==> config.mk <==
export PLATFORM = sky130hd
export DESIGN_NAME = regfile_scoreboard
export DESIGN_NICKNAME = d
export VERILOG_FILES = /design/src/rtl/regfile_scoreboard.sv
export SDC_FILE = /design/constraint.sdc
export NUM_CORES = 2
export LEC_CHECK = 0
export BUFFER_PORTS_ARGS = -buffer_cell sky130_fd_sc_hd__buf_2
export CORE_MARGIN = 5
export CORE_UTILIZATION = 25
export CTS_CLUSTER_DIAMETER = 80
export DETAILED_ROUTE_END_ITERATION = 10
export GPL_ROUTABILITY_DRIVEN = 0
export GPL_TIMING_DRIVEN = 0
export PLACE_DENSITY = 0.48
export SYNTH_ARGS = -nofsm -noshare
export SYNTH_HDL_FRONTEND = slang
export SYNTH_SLANG_ARGS = --single-unit
==> constraint.sdc <==
create_clock -name clock -period 6.8 [get_ports clock]
set_input_delay 0.68 -clock clock [delete_from_list [all_inputs] [get_ports clock]]
set_output_delay 0.68 -clock clock [all_outputs]
set_load 0.05 [all_outputs]
==> src/rtl/regfile_scoreboard.sv <==
// Write-back architectural state: 32x32 GPR file, four machine CSRs, same-cycle
// commit bypass and a per-register in-flight scoreboard that stalls decode.
module regfile_scoreboard #(
    parameter int MAX_INFLIGHT = 3
) (
    input  logic        clock,
    input  logic        reset,
    input  logic        wena_i,
    input  logic [4:0]  waddr_i,
    input  logic [31:0] wdata_i,
    input  logic        csr_wena_i,
    input  logic [31:0] csr_waddr_i,
    input  logic [31:0] csr_wdata_i,
    input  logic        dec_valid_i,
    input  logic        rs1_used_i,
    input  logic        rs2_used_i,
    input  logic [4:0]  raddr1_i,
    input  logic [4:0]  raddr2_i,
    output logic [31:0] rdata1_o,
    output logic [31:0] rdata2_o,
    input  logic        csr_used_i,
    input  logic [31:0] csr_raddr_i,
    output logic [31:0] csr_rdata_o,
    input  logic        issue_wena_i,
    input  logic [4:0]  issue_waddr_i,
    input  logic        issue_csr_wena_i,
    input  logic        flush_i,
    output logic        stall_o
);
    localparam int CW = $clog2(MAX_INFLIGHT + 1);
    localparam logic [CW-1:0] CntMax = CW'(MAX_INFLIGHT);
    localparam logic [CW-1:0] CntOne = CW'(1);

    localparam logic [31:0] AddrMstatus  = 32'h0000_0300;
    localparam logic [31:0] AddrMtvec    = 32'h0000_0305;
    localparam logic [31:0] AddrMepc     = 32'h0000_0341;
    localparam logic [31:0] AddrMcause   = 32'h0000_0342;
    localparam logic [31:0] MstatusReset = 32'h0000_1800;

    function automatic logic csrValid(input logic [31:0] addr);
        return (addr == AddrMstatus) || (addr == AddrMtvec) ||
               (addr == AddrMepc)    || (addr == AddrMcause);
    endfunction

    logic [31:0]   gprQ [32];
    logic [31:0]   mstatusQ, mtvecQ, mepcQ, mcauseQ;
    logic [CW-1:0] cntQ [32];
    logic [CW-1:0] cntD [32];
    logic [CW-1:0] ccntQ, ccntD;

    logic          gprCommit;
    logic          issue;
    logic [31:0]   incVec, decVec;
    logic          cInc, cDec;
    logic [31:0]   csrArray;
    logic          csrBypass;
    logic [CW-1:0] cnt1, cnt2, cntIss;
    logic          hit1, hit2, hitIss;
    logic          busy1, busy2, cbusy, gprFull, csrFull;

    assign gprCommit = wena_i && (waddr_i != 5'd0);

    always_ff @(posedge clock) begin
        if (reset) begin
            for (int r = 0; r < 32; r++) begin
                gprQ[r] <= '0;
            end
        end else if (gprCommit) begin
            gprQ[waddr_i] <= wdata_i;
        end
    end

    always_ff @(posedge clock) begin
        if (reset) begin
            mstatusQ <= MstatusReset;
            mtvecQ   <= '0;
            mepcQ    <= '0;
            mcauseQ  <= '0;
        end else if (csr_wena_i) begin
            case (csr_waddr_i)
                AddrMstatus: mstatusQ <= csr_wdata_i;
                AddrMtvec:   mtvecQ   <= csr_wdata_i;
                AddrMepc:    mepcQ    <= csr_wdata_i;
                AddrMcause:  mcauseQ  <= csr_wdata_i;
                default:     ;
            endcase
        end
    end

    assign rdata1_o = (raddr1_i == 5'd0) ? 32'd0 :
                      (gprCommit && (waddr_i == raddr1_i)) ? wdata_i : gprQ[raddr1_i];
    assign rdata2_o = (raddr2_i == 5'd0) ? 32'd0 :
                      (gprCommit && (waddr_i == raddr2_i)) ? wdata_i : gprQ[raddr2_i];

    always_comb begin
        csrArray = '0;
        case (csr_raddr_i)
            AddrMstatus: csrArray = mstatusQ;
            AddrMtvec:   csrArray = mtvecQ;
            AddrMepc:    csrArray = mepcQ;
            AddrMcause:  csrArray = mcauseQ;
            default:     csrArray = '0;
        endcase
    end

    // Bypass only to real CSRs so unmapped addresses always read as zero.
    assign csrBypass   = csr_wena_i && (csr_waddr_i == csr_raddr_i) && csrValid(csr_raddr_i);
    assign csr_rdata_o = csrBypass ? csr_wdata_i : csrArray;

    assign cnt1   = cntQ[raddr1_i];
    assign cnt2   = cntQ[raddr2_i];
    assign cntIss = cntQ[issue_waddr_i];
    assign hit1   = gprCommit && (waddr_i == raddr1_i);
    assign hit2   = gprCommit && (waddr_i == raddr2_i);
    assign hitIss = gprCommit && (waddr_i == issue_waddr_i);

    // A register whose last pending write commits now is served by the bypass.
    assign busy1 = (raddr1_i != 5'd0) && (cnt1 != '0) && !((cnt1 == CntOne) && hit1);
    assign busy2 = (raddr2_i != 5'd0) && (cnt2 != '0) && !((cnt2 == CntOne) && hit2);
    assign cbusy = (ccntQ != '0) && !((ccntQ == CntOne) && csr_wena_i);

    // Fullness uses the post-commit count so a same-cycle commit frees a slot.
    assign gprFull = issue_wena_i && (issue_waddr_i != 5'd0) &&
                     (cntIss == CntMax) && !hitIss;
    assign csrFull = issue_csr_wena_i && (ccntQ == CntMax) && !csr_wena_i;

    assign stall_o = dec_valid_i && ((rs1_used_i && busy1) || (rs2_used_i && busy2) ||
                                     (csr_used_i && cbusy) || gprFull || csrFull);

    assign issue  = dec_valid_i && !stall_o;
    assign incVec = (issue && issue_wena_i && (issue_waddr_i != 5'd0)) ?
                    (32'd1 << issue_waddr_i) : 32'd0;
    assign decVec = gprCommit ? (32'd1 << waddr_i) : 32'd0;
    assign cInc   = issue && issue_csr_wena_i;
    assign cDec   = csr_wena_i;

    always_comb begin
        for (int r = 0; r < 32; r++) begin
            cntD[r] = cntQ[r];
            if (flush_i) begin
                cntD[r] = '0;
            end else if (incVec[r] && !decVec[r]) begin
                cntD[r] = cntQ[r] + CntOne;
            end else if (decVec[r] && !incVec[r] && (cntQ[r] != '0)) begin
                cntD[r] = cntQ[r] - CntOne;
            end
        end
        ccntD = ccntQ;
        if (flush_i) begin
            ccntD = '0;
        end else if (cInc && !cDec) begin
            ccntD = ccntQ + CntOne;
        end else if (cDec && !cInc && (ccntQ != '0)) begin
            ccntD = ccntQ - CntOne;
        end
    end

    always_ff @(posedge clock) begin
        if (reset) begin
            for (int r = 0; r < 32; r++) begin
                cntQ[r] <= '0;
            end
            ccntQ <= '0;
        end else begin
            for (int r = 0; r < 32; r++) begin
                cntQ[r] <= cntD[r];
            end
            ccntQ <= ccntD;
        end
    end

    // A commit with nothing pending means the pipeline lost track of a write.
    always_ff @(posedge clock) begin
        if (!reset && !flush_i) begin
            assert (!(gprCommit && !incVec[waddr_i] && (cntQ[waddr_i] == '0)));
            assert (!(cDec && !cInc && (ccntQ == '0)));
        end
    end
endmodule

---- Word-level counts from Yosys, hierarchy flattened ----
Memories as Yosys holds them, arrays and structs flattened.
Index checks and enable logic that the tools add are counted.
W data, S select, Z words.
storage, ports and cells
  memory bits (writable) .................. 1088
  output and inout port bits .............. 97
  memories kept ........................... 2
  register bits ........................... 130
  input port bits ......................... 159
memory list
  name  words  bits a word  read ports  clocked after memory_dff  wr ports  line  source
  gprQ  32     32           2           0                         32        45    logic [31:0] gprQ [32];
  cntQ  32     2            35          0                         32        47    logic [CW-1:0] cntQ [32];
operators by class
  reductions and logical operators ........ 252
  muxes and demuxes ....................... 147
  shift-type cells ........................ 2
  add/subtract/negate cells ............... 66
  equality and inequality tests ........... 17
  bitwise gates (word level) .............. 32
operator list
  kind                    count
  $mux W2                 130
  $eq A32 B10 Y1 const B  8
  $mux W32                8
  $pmux W32 S4            1
  $logic_and A1 B1 Y1     126
  $reduce_bool A2 Y1      36
  $logic_not A1 Y1        71
  $add A2 B1 Y2 const B   33
  $sub A2 B1 Y2 const B   33
  $shl A1 B5 Y32 const A  2
  $eq A32 B32 Y1          1
  $or A1 B1 Y1            32
  $reduce_or A32 Y1       1
  $reduce_bool A5 Y1      4
  $eq A5 B5 Y1            3
  $logic_not A5 Y1        2
  $reduce_and A2 Y1       4
  $logic_or A1 B1 Y1      7
  $mux W1                 7
  $eq A2 B1 Y1 const B    3
  $mux W5                 1
  $eq A2 B2 Y1 const B    2
  $reduce_or A2 Y1        1

---- Longest topological paths before layout ----
  depth after elaboration ................. 24
  mapped depth ............................ 14
  mapped depth without buffers ............ 11

---- Worst setup path before layout ----
OpenSTA, ideal clock, no wires.
  path type ............................... input -> output
  start ................................... in raddr2_i[0]
  end ..................................... out rdata2_o[13]
  buffers on the path ..................... 6
  path slack .............................. 2.165 ns
  arrival ................................. 3.955 ns
  stages .................................. 11
  cells stage by stage .................... buf_4 buf_6 buf_2 clkbuf_1 buf_2 buf_2 mux4_2 nand2_1 a311oi_1 a21oi_1 a211oi_1
on the way
  longest elaborated chain between the ends .. 4
  elaborated cells on any way between the ends .. 6
  classes of those cells .................. 1 x eq/ne; 2 x mux; 2 x reduce/logical; 1 x memory
ends and longest elaborated chain
  what                                                     line  source
  from (decl)                                              18    input logic [4:0] raddr2_i,
  branches (longest 3 deep; another with $mem_v2 Z32 W32)  --
  $mux W32 (*)                                             92    assign rdata2_o = (raddr2_i == 5'd0) ? 32'd0 :
  to (decl)                                                20    output logic [31:0] rdata2_o,
Every way passes the cells marked *.

---- Worst setup path in the final report ----
  start ................................... in raddr2_i[1]
  end ..................................... out rdata2_o[24]
Same word-level chain as after synthesis.

==> qor.csv <==
metric,value,unit
outcome,"finished, violations left",
violations,"max-capacitance violations, max-slew violations, negative setup slack",
seq_area_frac_synth,0.520,
worst_slew_pin_slew,1.58,ns
synth_ff_type,edfxtp_1,
overflow,0,
r2r-start,cntQ[26][0]$_SDFFE_PP0P_,
drc,0,
hold_class,input port to flop,
setup_viol,5,
cap_violations,9,
port_buffers,244,
synthArstFlopShare,0,
synth_edf_count,1024,
syn_inst,4826,
grt_usage,0.210,
hold_buffers,0,
worst-setup-path-type,input port to primary output,
dieHeight,526,um
synth_common_cells,"edfxtp_1, and2_1, mux4_2",
fin_cells,8937,
dp_cells,8658,
antenna_found_initial,28,
cts_htree_levels,4,
cts-root-buf,clkbuf_16,
detail_route.wl_per_cell,33.6,um
ant_nets,0,
p_leak,25.5,nW
end_kind,primary output,
first_global_vias,48100,
vias_per_cell,5.35,
arrival,6.37,ns
fmaxAchievable,142,MHz
ys_ff_latch,1218,
dp_hpwl,227,mm
multi_input_area,0.0302,sq mm
clockBufferDepth,3,
area_growth,16.4,%
cts_buffers,144,
final.min_clock_period,7.05,ns
startpoint,raddr2_i[1],
start_util,0.251,
regArea,0.0346,sq mm
worst-path-max-fanout,10,
die_x,526,um
syn-cell-area,0.0666,sq mm
p_per_area,247,mW/mm^2
critPathRequiredTime,6.12,ns
yosysMostFrequentCell,edfxtp_1,
yosys_warnings,0,
layout-drive-gt1-share,0.231,
rsz0062_at_grt,no,
yosys.area.top_type,edfxtp_1,
yosys.area.top_type_share,0.462,
r2r-end,cntQ[17][0]$_SDFFE_PP0P_,
dp_slack,-0.661,ns
ys_types,76,
rr_worst_depth,10,
cts.sinks,1218,
synth_area_leaders,"edfxtp_1, mux4_2, and2_1",
dieArea,0.277,sq mm
drtIter0Drc,6460,
ioPinCount,256,
first_pass_iters,9,
drt-total-wl,300,mm
drv_slew,75,
grt_pass1_wl,402,mm
crit_end,rdata2_o[24],
grt_max_degree,33,
post-route-period-util,1.04,
startpoint_type,input port,
cts_tree,yes,
coreArea,0.265,sq mm
r2r_slack,3.01,ns
clock_latency,0.83,ns
avgSynthCellArea,13.8,sq um
nNetsFinal,5434,
vias,47800,
fillers,26900,
clkTransAtPathRegs,0.06,ns
final_hold_viol_count,0,
fin_ws,-0.245,ns
max_slew_margin,-0.0514,
row_count,189,
clock_skew,0.0485,ns
peakVddDrop,0.257,mV
-- cell usage in the layout (no fill, tap or decap), drive strengths merged, types with 9 or more instances in the layout --
cell,count
o31a,9
nor3,60
nor2b,29
and4,9
nor2,251
xnor2,35
edfxtp,1024
a311oi,15
clkbuf,587
nand3b,9
nand2,172
buf,362
a31oi,13
mux2i,244
a222oi,32
a21o,33
or2,17
and3,10
o21ai,30
mux4,621
nand3,36
o2111ai,10
dfxtp,194
inv,24
a21oi,97
or3,9
and2,1016
a211oi,125
conb,32
o21a,22
nand2b,50
nand4,22
clkinv,47
xor2,13
nor4,28
diode,22
-- critical path: stages --
cell and delay [ns]:
buf_2 0.25, buf_2 0.56, clkbuf_1 0.48, clkbuf_1 1.12, clkbuf_1 0.88, nand2_1 0.11, a311oi_1 0.60, a21oi_1 0.08
a211oi_1 1.11, buf_2 0.44
-- sequential cells by signal (all words and copies together), names as in the netlist --
name,flops
mcauseQ,32
mepcQ,32
mstatusQ,32
cntQ,64
ccntQ,2
gprQ,1024
mtvecQ,32
-- worst min path at each step --
stage	start	endpoint	slack [ns]	cells past startpoint
final	csr_wdata_i[25]	mepcQ[25]$_SDFFE_PP0P_	0.17	3
after global routing	csr_wdata_i[23]	mepcQ[23]$_SDFFE_PP0P_	0.16	3
after CTS	csr_wdata_i[25]	mepcQ[25]$_SDFFE_PP0P_	0.14	3
after detailed placement	mepcQ[12]$_SDFFE_PP0P_	mepcQ[12]$_SDFFE_PP0P_	0.48	2
after global placement	mtvecQ[19]$_SDFFE_PP0P_	mtvecQ[19]$_SDFFE_PP0P_	0.47	2
after floorplan	mtvecQ[0]$_SDFFE_PP0P_	mtvecQ[0]$_SDFFE_PP0P_	0.46	2
-- timing repair --
item,in CTS,in global routing
setup buffers,0,0
endpoints found under the setup margin,20,2
pin swaps,0,1
gates resized for setup,12,2
-- logic make-up after synthesis --
group                      share of synthesized area
adders and majority gates                   0.000563
AOI/OAI and AO/OA                             0.0472
muxes                                          0.248
other                                      0.0000563
DFF                                            0.520
xor gates and xnor gates                     0.00631
and+or+nand+nor                                0.149
buffers and inverters                         0.0295
-- layout make-up --
cell class,instances,share of cell area
flip-flops and latches,1218,0.446
multi-input cells,3138,0.390
well taps,3533,0.0570
clock buffers,196,0.0505
plain buffers,485,0.0254
repair buffers,269,0.0222
clock inverters,60,0.00710
inverters,16,0.000774
diodes,22,0.000710
-- through the flow --
step | hold WS, ns | TNS, ns | power, mW | instance area, sq um | util
2_1_floorplan | 0.459 | 0 | 10.3 | 66700 | -
3_3_place_gp | 0.472 | -6.72 | 11.6 | 72400 | 0.273
3_5_place_dp | 0.482 | -5.73 | 11.7 | 73000 | 0.275
4_1_cts | 0.137 | 0 | 19.2 | 77500 | 0.292
5_1_grt | 0.161 | 0 | 19.6 | 77500 | 0.292
6_report | 0.171 | -0.730 | 19.2 | 77600 | 0.292
-- metal layers --
metal | vias to the layer above | track usage | wire, um
li1 | 19400 | - | -
met4 | 12 | 0.138 | 23900
met3 | 678 | 0.0550 | 28700
met5 | - | 0 | 85
met2 | 2859 | 0.318 | 131000
met1 | 24800 | 0.266 | 117000
-- power by group --
group	switching (mW)	internal (mW)
combinational	1.97	0.985
clock	3.41	4.18
sequential	0.177	8.45
Power figures use the tool's default switching activity.
